**src/rtl/neuron_buffer_ctrl.sv**
```systemverilog
// rtl/neuron_buffer_ctrl.sv - neuron buffer sequencer: conv burst reads, conv write-backs, host word access
// Fixed-priority arbiter in IDLE; BURST streams rows, FLUSH drains the last read.
module neuron_buffer_ctrl #(
  parameter int depth = 2,
  parameter int A     = 7,
  parameter int W     = 16,
  parameter int D     = 1 << depth
) (
  input  logic                 CLK,
  input  logic                 RST_N,
  input  logic                 host_req,
  input  logic                 host_we,
  input  logic [A-1:0]         host_addr,
  input  logic [depth-1:0]     host_bank,
  input  logic [W-1:0]         host_wdata,
  output logic                 host_gnt,
  output logic                 host_rvalid,
  output logic [W-1:0]         host_rdata,
  input  logic                 conv_start,
  input  logic [A-1:0]         conv_base,
  input  logic [A:0]           conv_len,
  output logic                 conv_busy,
  output logic                 conv_valid,
  output logic [W*D-1:0]       conv_data,
  output logic                 conv_done,
  input  logic                 conv_wr,
  input  logic [A-1:0]         conv_wr_addr,
  input  logic [W*D-1:0]       conv_wr_data,
  output logic                 conv_wr_ack,
  output logic [W*D-1:0]       buf_ip,
  output logic                 buf_write,
  output logic [A-1:0]         buf_address,
  output logic [W+depth+1:0]   buf_ioInputs,
  input  logic [W*D-1:0]       buf_op,
  input  logic [W-1:0]         buf_ioOutputs
);

  typedef enum logic [1:0] {IDLE, BURST, FLUSH} state_t;

  state_t           state;
  logic [A-1:0]     next_addr;
  logic [A:0]       remaining;

  logic             serve_wr;
  logic             serve_start;
  logic             serve_host;
  logic             burst_issue;
  logic             io_sel;
  logic             io_we;
  logic [depth-1:0] io_bank;
  logic [W-1:0]     io_in;

  // Reset gates the arbiter so request-driven outputs drop to zero asynchronously.
  always_comb begin
    serve_wr    = 1'b0;
    serve_start = 1'b0;
    serve_host  = 1'b0;
    if (RST_N && state == IDLE) begin
      if (conv_wr)         serve_wr    = 1'b1;
      else if (conv_start) serve_start = 1'b1;
      else if (host_req)   serve_host  = 1'b1;
    end
  end

  always_comb begin
    buf_write   = 1'b0;
    buf_address = '0;
    buf_ip      = '0;
    io_sel      = 1'b0;
    io_we       = 1'b0;
    io_bank     = '0;
    io_in       = '0;
    host_gnt    = 1'b0;
    conv_wr_ack = 1'b0;
    burst_issue = 1'b0;
    if (serve_wr) begin
      conv_wr_ack = 1'b1;
      buf_write   = 1'b1;
      buf_address = conv_wr_addr;
      buf_ip      = conv_wr_data;
    end else if (serve_start) begin
      if (conv_len != '0) begin
        buf_address = conv_base;
        burst_issue = 1'b1;
      end
    end else if (serve_host) begin
      host_gnt    = 1'b1;
      buf_write   = host_we;
      buf_address = host_addr;
      io_sel      = 1'b1;
      io_we       = host_we;
      io_bank     = host_bank;
      io_in       = host_wdata;
    end else if (RST_N && state == BURST) begin
      buf_address = next_addr;
      burst_issue = 1'b1;
    end
  end

  assign buf_ioInputs = {io_sel, io_we, io_bank, io_in};
  assign conv_data    = buf_op;
  assign host_rdata   = buf_ioOutputs;

  always_ff @(posedge CLK or negedge RST_N) begin
    if (!RST_N) begin
      state       <= IDLE;
      next_addr   <= '0;
      remaining   <= '0;
      host_rvalid <= 1'b0;
      conv_valid  <= 1'b0;
      conv_busy   <= 1'b0;
      conv_done   <= 1'b0;
    end else begin
      host_rvalid <= host_gnt & ~host_we;
      conv_valid  <= burst_issue;
      conv_done   <= 1'b0;
      case (state)
        IDLE: begin
          if (serve_start) begin
            conv_busy <= 1'b1;
            next_addr <= conv_base + A'(1);
            if (conv_len == '0) begin
              remaining <= '0;
              state     <= FLUSH;
              conv_done <= 1'b1;
            end else begin
              remaining <= conv_len - (A+1)'(1);
              if (conv_len == (A+1)'(1)) begin
                state     <= FLUSH;
                conv_done <= 1'b1;
              end else begin
                state     <= BURST;
              end
            end
          end
        end
        BURST: begin
          next_addr <= next_addr + A'(1);
          remaining <= remaining - (A+1)'(1);
          if (remaining == (A+1)'(1)) begin
            state     <= FLUSH;
            conv_done <= 1'b1;
          end
        end
        FLUSH: begin
          state     <= IDLE;
          conv_busy <= 1'b0;
        end
        default: state <= IDLE;
      endcase
    end
  end

endmodule

```
**config.mk**
```make
export PLATFORM = sky130hd
export DESIGN_NAME = neuron_buffer_ctrl
export DESIGN_NICKNAME = d
export VERILOG_FILES = /design/src/rtl/neuron_buffer_ctrl.sv
export SDC_FILE = /design/constraint.sdc
export NUM_CORES = 1
export LEC_CHECK = 0
export ABC_CLOCK_PERIOD_IN_PS = 2500
export CORE_AREA = 2 2 144 146
export CTS_BUF_LIST = sky130_fd_sc_hd__clkbuf_4 sky130_fd_sc_hd__clkbuf_8 sky130_fd_sc_hd__clkbuf_16
export DETAILED_ROUTE_END_ITERATION = 16
export DIE_AREA = 0 0 146 148
export PLACE_DENSITY_LB_ADDON = 0.3
export SLEW_MARGIN = 20
export SYNTH_ARGS = -nofsm -noshare
export SYNTH_HDL_FRONTEND = slang
export SYNTH_SLANG_ARGS = --single-unit
```
**constraint.sdc**
```tcl
create_clock -name CLK -period 2.5 [get_ports CLK]
set_input_delay 0.5 -clock CLK [delete_from_list [all_inputs] [get_ports CLK]]
set_output_delay 0.5 -clock CLK [all_outputs]
set_load 0.02 [all_outputs]
```
* Word level (Yosys, flattened, before mapping) *
Index checks and enable logic that the tools add are counted.

cells by class
  add/subtract/negate cells = 4
  multiply operators = 0
  div/mod/pow operators = 0
  order comparisons = 0
  equality and inequality tests = 6
  shift operators = 0
  multiplexer cells = 51
  bitwise gates (word level) = 2
  reductions and logical operators = 10

operators by type and width
  operator             number
  $mux 64              1
  $mux 16              3
  $mux 7               6
  $mux 1               27
  $eq 8x1->1 const B   2
  $mux 8               2
  $pmux 8 s2           1
  $sub 8x1->8 const B  2
  $add 7x1->7 const B  2
  $mux 2               7
  $pmux 7 s2           1
  $logic_not 8->1      1
  $reduce_bool 8->1    1
  $reduce_and 2->1     3
  $pmux 1 s2           2
  $pmux 2 s2           1
  $reduce_bool 2->1    2
  $eq 2x1->1 const B   1
  $eq 2x2->1 const B   1
  $logic_and 1x1->1    2
  $logic_not 2->1      1
  $ne 2x1->1 const B   1
  $ne 2x2->1 const B   1
  $and 1x1->1          1
  $not 1->1            1

word-level totals
  register bits after elaboration = 21
  latch bits = 0
  bits in writable memories = 0
  memory bits (read-only) = 0
  input bits = 197
  output and inout port bits = 178
  word-level logic and storage cells = 80
  memories = 0

* Longest topological paths before layout *
  depth in word-level cells = 8
  mapped depth = 10
  mapped depth without buffers = 8

* Worst setup path before layout *
No wires, ideal clock.

  kind = in2out
  start point = input port conv_len[0]
  end point = output port buf_address[0]
  arrival time = 1.728 ns
  data required time = 2.000 ns
  path slack = 0.272 ns
  cell stages on the path = 7
  buffers on the path = 0
  cell sequence = inv_1 ha_1 or4b_1 nor2_1 nor2_1 nand2_1 a21oi_1

between the ends
  cells in the longest elaborated chain, start to end = 4

ends and longest elaborated chain
  what               line  RTL
  start, declared    21    input logic [A:0] conv_len,
  $reduce_bool 8->1  82    if (conv_len != '0) begin
  $mux 7             82
  $mux 7             81    end else if (serve_start) begin
  $mux 7             76    if (serve_wr) begin
  end, declared      32    output logic [A-1:0] buf_address,

Every way passes these cells.

* Worst setup path after layout *
  start point = register state[1]
  end point = output port buf_address[4]

between the ends
  cells in the longest elaborated chain, start to end = 6
  elaborated cells on any way between the ends = 11
  those cells by class = eq/ne (1); mux (7); reduce/logical (3)

ends and longest elaborated chain
  what                                                  line    RTL
  start, declared                                       40      state_t state;
  start signal, assigned                                106     state <= IDLE;
  start signal, assigned                                124     state <= FLUSH;
  start signal, assigned                                129     state <= FLUSH;
  $eq 2x1->1 / $logic_not 2->1 (equally long branches)  94, 58
  $logic_and 1x1->1 (on tied branches)                  94, 58
  $mux 7 / $mux 1 (equally long branches)               94, 58
  $mux 7                                                86      end else if (serve_host) begin
  $mux 7                                                81
  $mux 7 (*)                                            76

Mark *: on every way between the ends. The rest lies on a longest branch, timed or not.

==> summary.md <==
| Metric | Value |
|---|---|
| Outcome | finished, final reports clean |
| H-tree Lvls | 1 |
| Commonest cells in the netlist | buf_4, and3_1, nand2_1 |
| Count leader, synth | buf_4 |
| EDFF count, synth | 0 |
| Final Hold Vio Count | 0 |
| Initial antenna violation count | 10 |
| Synth Flop Type | dfrtp_1 |
| Sink Count | 21 |
| Clock Pin Slew Worst Setup and Hold Paths | 0.06 ns |
| Full die area | 0.02161 sq mm |
| Switching pwr | 1.385 mW |
| Port buffer count | 214 |
| Leak Pwr | 2.354 nW |
| Seq pwr share | 22.1% |
| Setup crit end kind | output pin |
| Setup TNS Final | 0 ns |
| # nets final | 753 |
| Slew @ Worst Pin | 0.5792 ns |
| Area of the mapped netlist | 0.002861 sq mm |
| Met2 usage | 19.48% |
| Grt met3 use | 8.333% |
| Synth area leaders | buf_4, dfrtp_1, and3_1 |
| Vias in the first global route | 3535 |
| Largest net degree at the start of global routing | 65 |
| Synth area leader | buf_4 |
| Final worst path period share | 96.94% |
| Comb power frac | 66.4% |
| Core footprint | 0.02004 sq mm |
| Worst min path class | primary input to async pin |
| Max Clock Skew | 0.003384 ns |
| Maxcap violations | 0 |
| CP arrival | 1.92 ns |
| Layout cells sized above 1 | 29.09% |
| Routed vias/inst | 4.193 |
| FF-to-FF Start | state[0] |
| Post-DR wirelength/cell | 19.41 microns |
| Final setup violation count | 0 |
| Worst Setup SP | state[1] |
| DIE HEIGHT | 148 microns |
| Area grow syn2layout | 71.88% |
| PD cells | 619.0 mW/mm^2 |
| PnR worst setup slack | 0.07639 ns |
| Clock buffer depth | 2 |
| # rows | 52 |
| Switching Share | 45.50% |
| Clk pwr share | 11.5% |
| FMAX | 412.6 MHz |
| GPL Wtd Cong | 0.9422 |
| Worst Path Required | 2.00 ns |
| CTS tree | built |
| Skew-Pair Late Insertion Delay | 0.26 ns |
| Seq cells post-synth | 21 |
| Ports | 375 |
| Yosys warns | 0 |
| First-pass GRT wire length | 22.57 mm |
| Synth Area in Compound Gates | 14.08% |
| Asr flop ratio synth | 100.0% |
| Total wire length | 15.95 mm |
| Total grt overflow | 0 |
| Post-Synth Simple-Gate Area | 35.90% |
| DP Worst Slack | -0.8752 ns |
| Horiz. Die Dim | 146 microns |
| Largest family of logic cells by synthesized area | simple AND/OR/NAND/NOR gates |
| Met1 Usage GRT | 17.34% |
| Post-synth top area share | 22.04% |
| Syn_nets | 591 |
| Yosys cell types | 52 |
| Clk root buf | clkbuf_16 |
| Min cycle time layout | 2.424 ns |
| Sequential element share of the synthesized area | 18.36% |
| Vias | 3447 |
| DR pass1 iterations | 4 |
| Internal power | 1.659 mW |
| Cells after synthesis | 389 |
| Relative slew slack | 61.39% |
| Top Usage Layer GRT | met2 |
| Synth Area in Adders | 2.186% |
| Finished Core Util | 24.54% |
| DR iter-0 viols | 152 |
| CP max FO | 7 |
| Hold_buf cts | 0 |
| Final ANT Viol Nets | 0 |
| Mapped Avg Cell Area | 7.356 sq um |
| Num CTS Buffers | 3 |
| Initial Util | 14.28% |
| Final Slew Violations | 0 |
| Global Route Usage Sum | 13.82% |
| Post-detail-place hpwl | 13.54 mm |
| CP startpoint kind | register |
| DRC | 0 |
| Xor-xnor portion of the synthesized cell area | 1.224% |
| Maximum vdd drop | 0.2841 mV |
| Mux contribution to synthesized area | 2.274% |
| RSZ-0062 raised after global routing | false |
| Worst setup path category | register to output pin |
stage by stage:
step	power [mW]	hold slack [ns]	cells	cell area [sq um]
after global routing	3.290	0.4075	820	4913
final	3.045	0.3763	822	4918
after CTS	3.010	0.5263	820	5061
after global placement	2.637	0.5043	803	4908
after detailed placement	2.674	0.5118	803	4908
after floorplan	1.978	0.2044	389	2861
final cells by class:
class / instances / area [sq um]
Antenna cell: 2 / 5.005
Clock buffer: 3 / 75.07
Clock inverter: 1 / 5.005
Fill cell: 2260 / 15120
Inverter: 7 / 31.28
Multi-Input combinational cell: 255 / 1718
Sequential cell: 21 / 525.5
Tap cell: 270 / 337.8
Timing Repair Buffer: 263 / 2221
routing by layer:
metal / vias up / part of all wire, %
met5: - / 0.58
met4: 14 / 3.3
met3: 58 / 15
met2: 213 / 40
met1: 1551 / 41
li1: 1611 / -
layout by cell type (no fill, tap or decap), types with 3 or more instances in the layout:
cell             Yosys  final
mux2i_1              5      5
a221oi_2             0      3
nor3_1               8      8
a221oi_4             0      3
nor2_4               1      3
nor2b_1              3      3
o21a_1               4      4
xnor2_1              4      4
nand2_1             33     33
and2_1              20     20
dlygate4sd2_1        0     20
nand3_1              5      5
nor2_1              23     20
dfrtp_1             21     21
ha_1                 5      4
clkdlybuf4s50_1      0    112
a31oi_1              3      3
o21ai_0              9      9
o211ai_1             3      3
inv_1                6      4
clkdlybuf4s15_2      0     13
buf_2                3      5
and3_1              67     66
clkbuf_16            0      3
buf_4               84     54
nor4_1               4      4
a21oi_1             17     16
clkbuf_2             0     53
o22ai_1              4      4
final timing paths:
kind,to,slack [ns],cells past startpoint
max in group asynchronous,host_rvalid,1.89,3
min in group CLK,remaining[6],0.53,1
max reg2reg,next_addr[2],0.42,7
min,state[0],0.38,3
max,buf_address[4],0.08,6
min reg2reg,remaining[6],0.53,1
flip-flops by register name, summed over array words and instances (netlist names):
register     flops
conv_busy        1
conv_done        1
conv_valid       1
host_rvalid      1
next_addr        7
remaining        8
state            2
kinds of logic (layout without fill, tap and decap cells):
group | count (synthesis) | after routing
AO/OA/AOI/OAI | 60 | 60
buffers and inverters | 113 | 274
other | 0 | 2
AND/OR/NAND/NOR | 180 | 180
XOR/XNOR | 4 | 4
adder cells (fa/ha/maj) | 5 | 5
multiplexers | 6 | 6
flip-flops | 21 | 21
what timing repair did:
item,4_1_cts,5_1_grt
pin swaps,7,3
gates resized for setup,181,103
buffers inserted,13,0
setup endpoints to repair,94,78
power groups by stage:
stage / registers [mW] / clock network, mW / logic, mW
3_5_place_dp: 0.657 / 0 / 2.02
3_3_place_gp: 0.650 / 0 / 1.99
4_1_cts: 0.658 / 0.361 / 1.99
6_report: 0.672 / 0.352 / 2.02
2_1_floorplan: 0.623 / 0 / 1.35
5_1_grt: 0.698 / 0.382 / 2.21
worst max-delay path, cell delays in order (launching register included):
cell      delay (ns)
dfrtp_1         0.40
buf_4           0.17
inv_1           0.06
and3_1          0.52
a221oi_1        0.15
a21oi_1         0.16
buf_2           0.18
No activity file was read; power rests on OpenSTA's default activity.
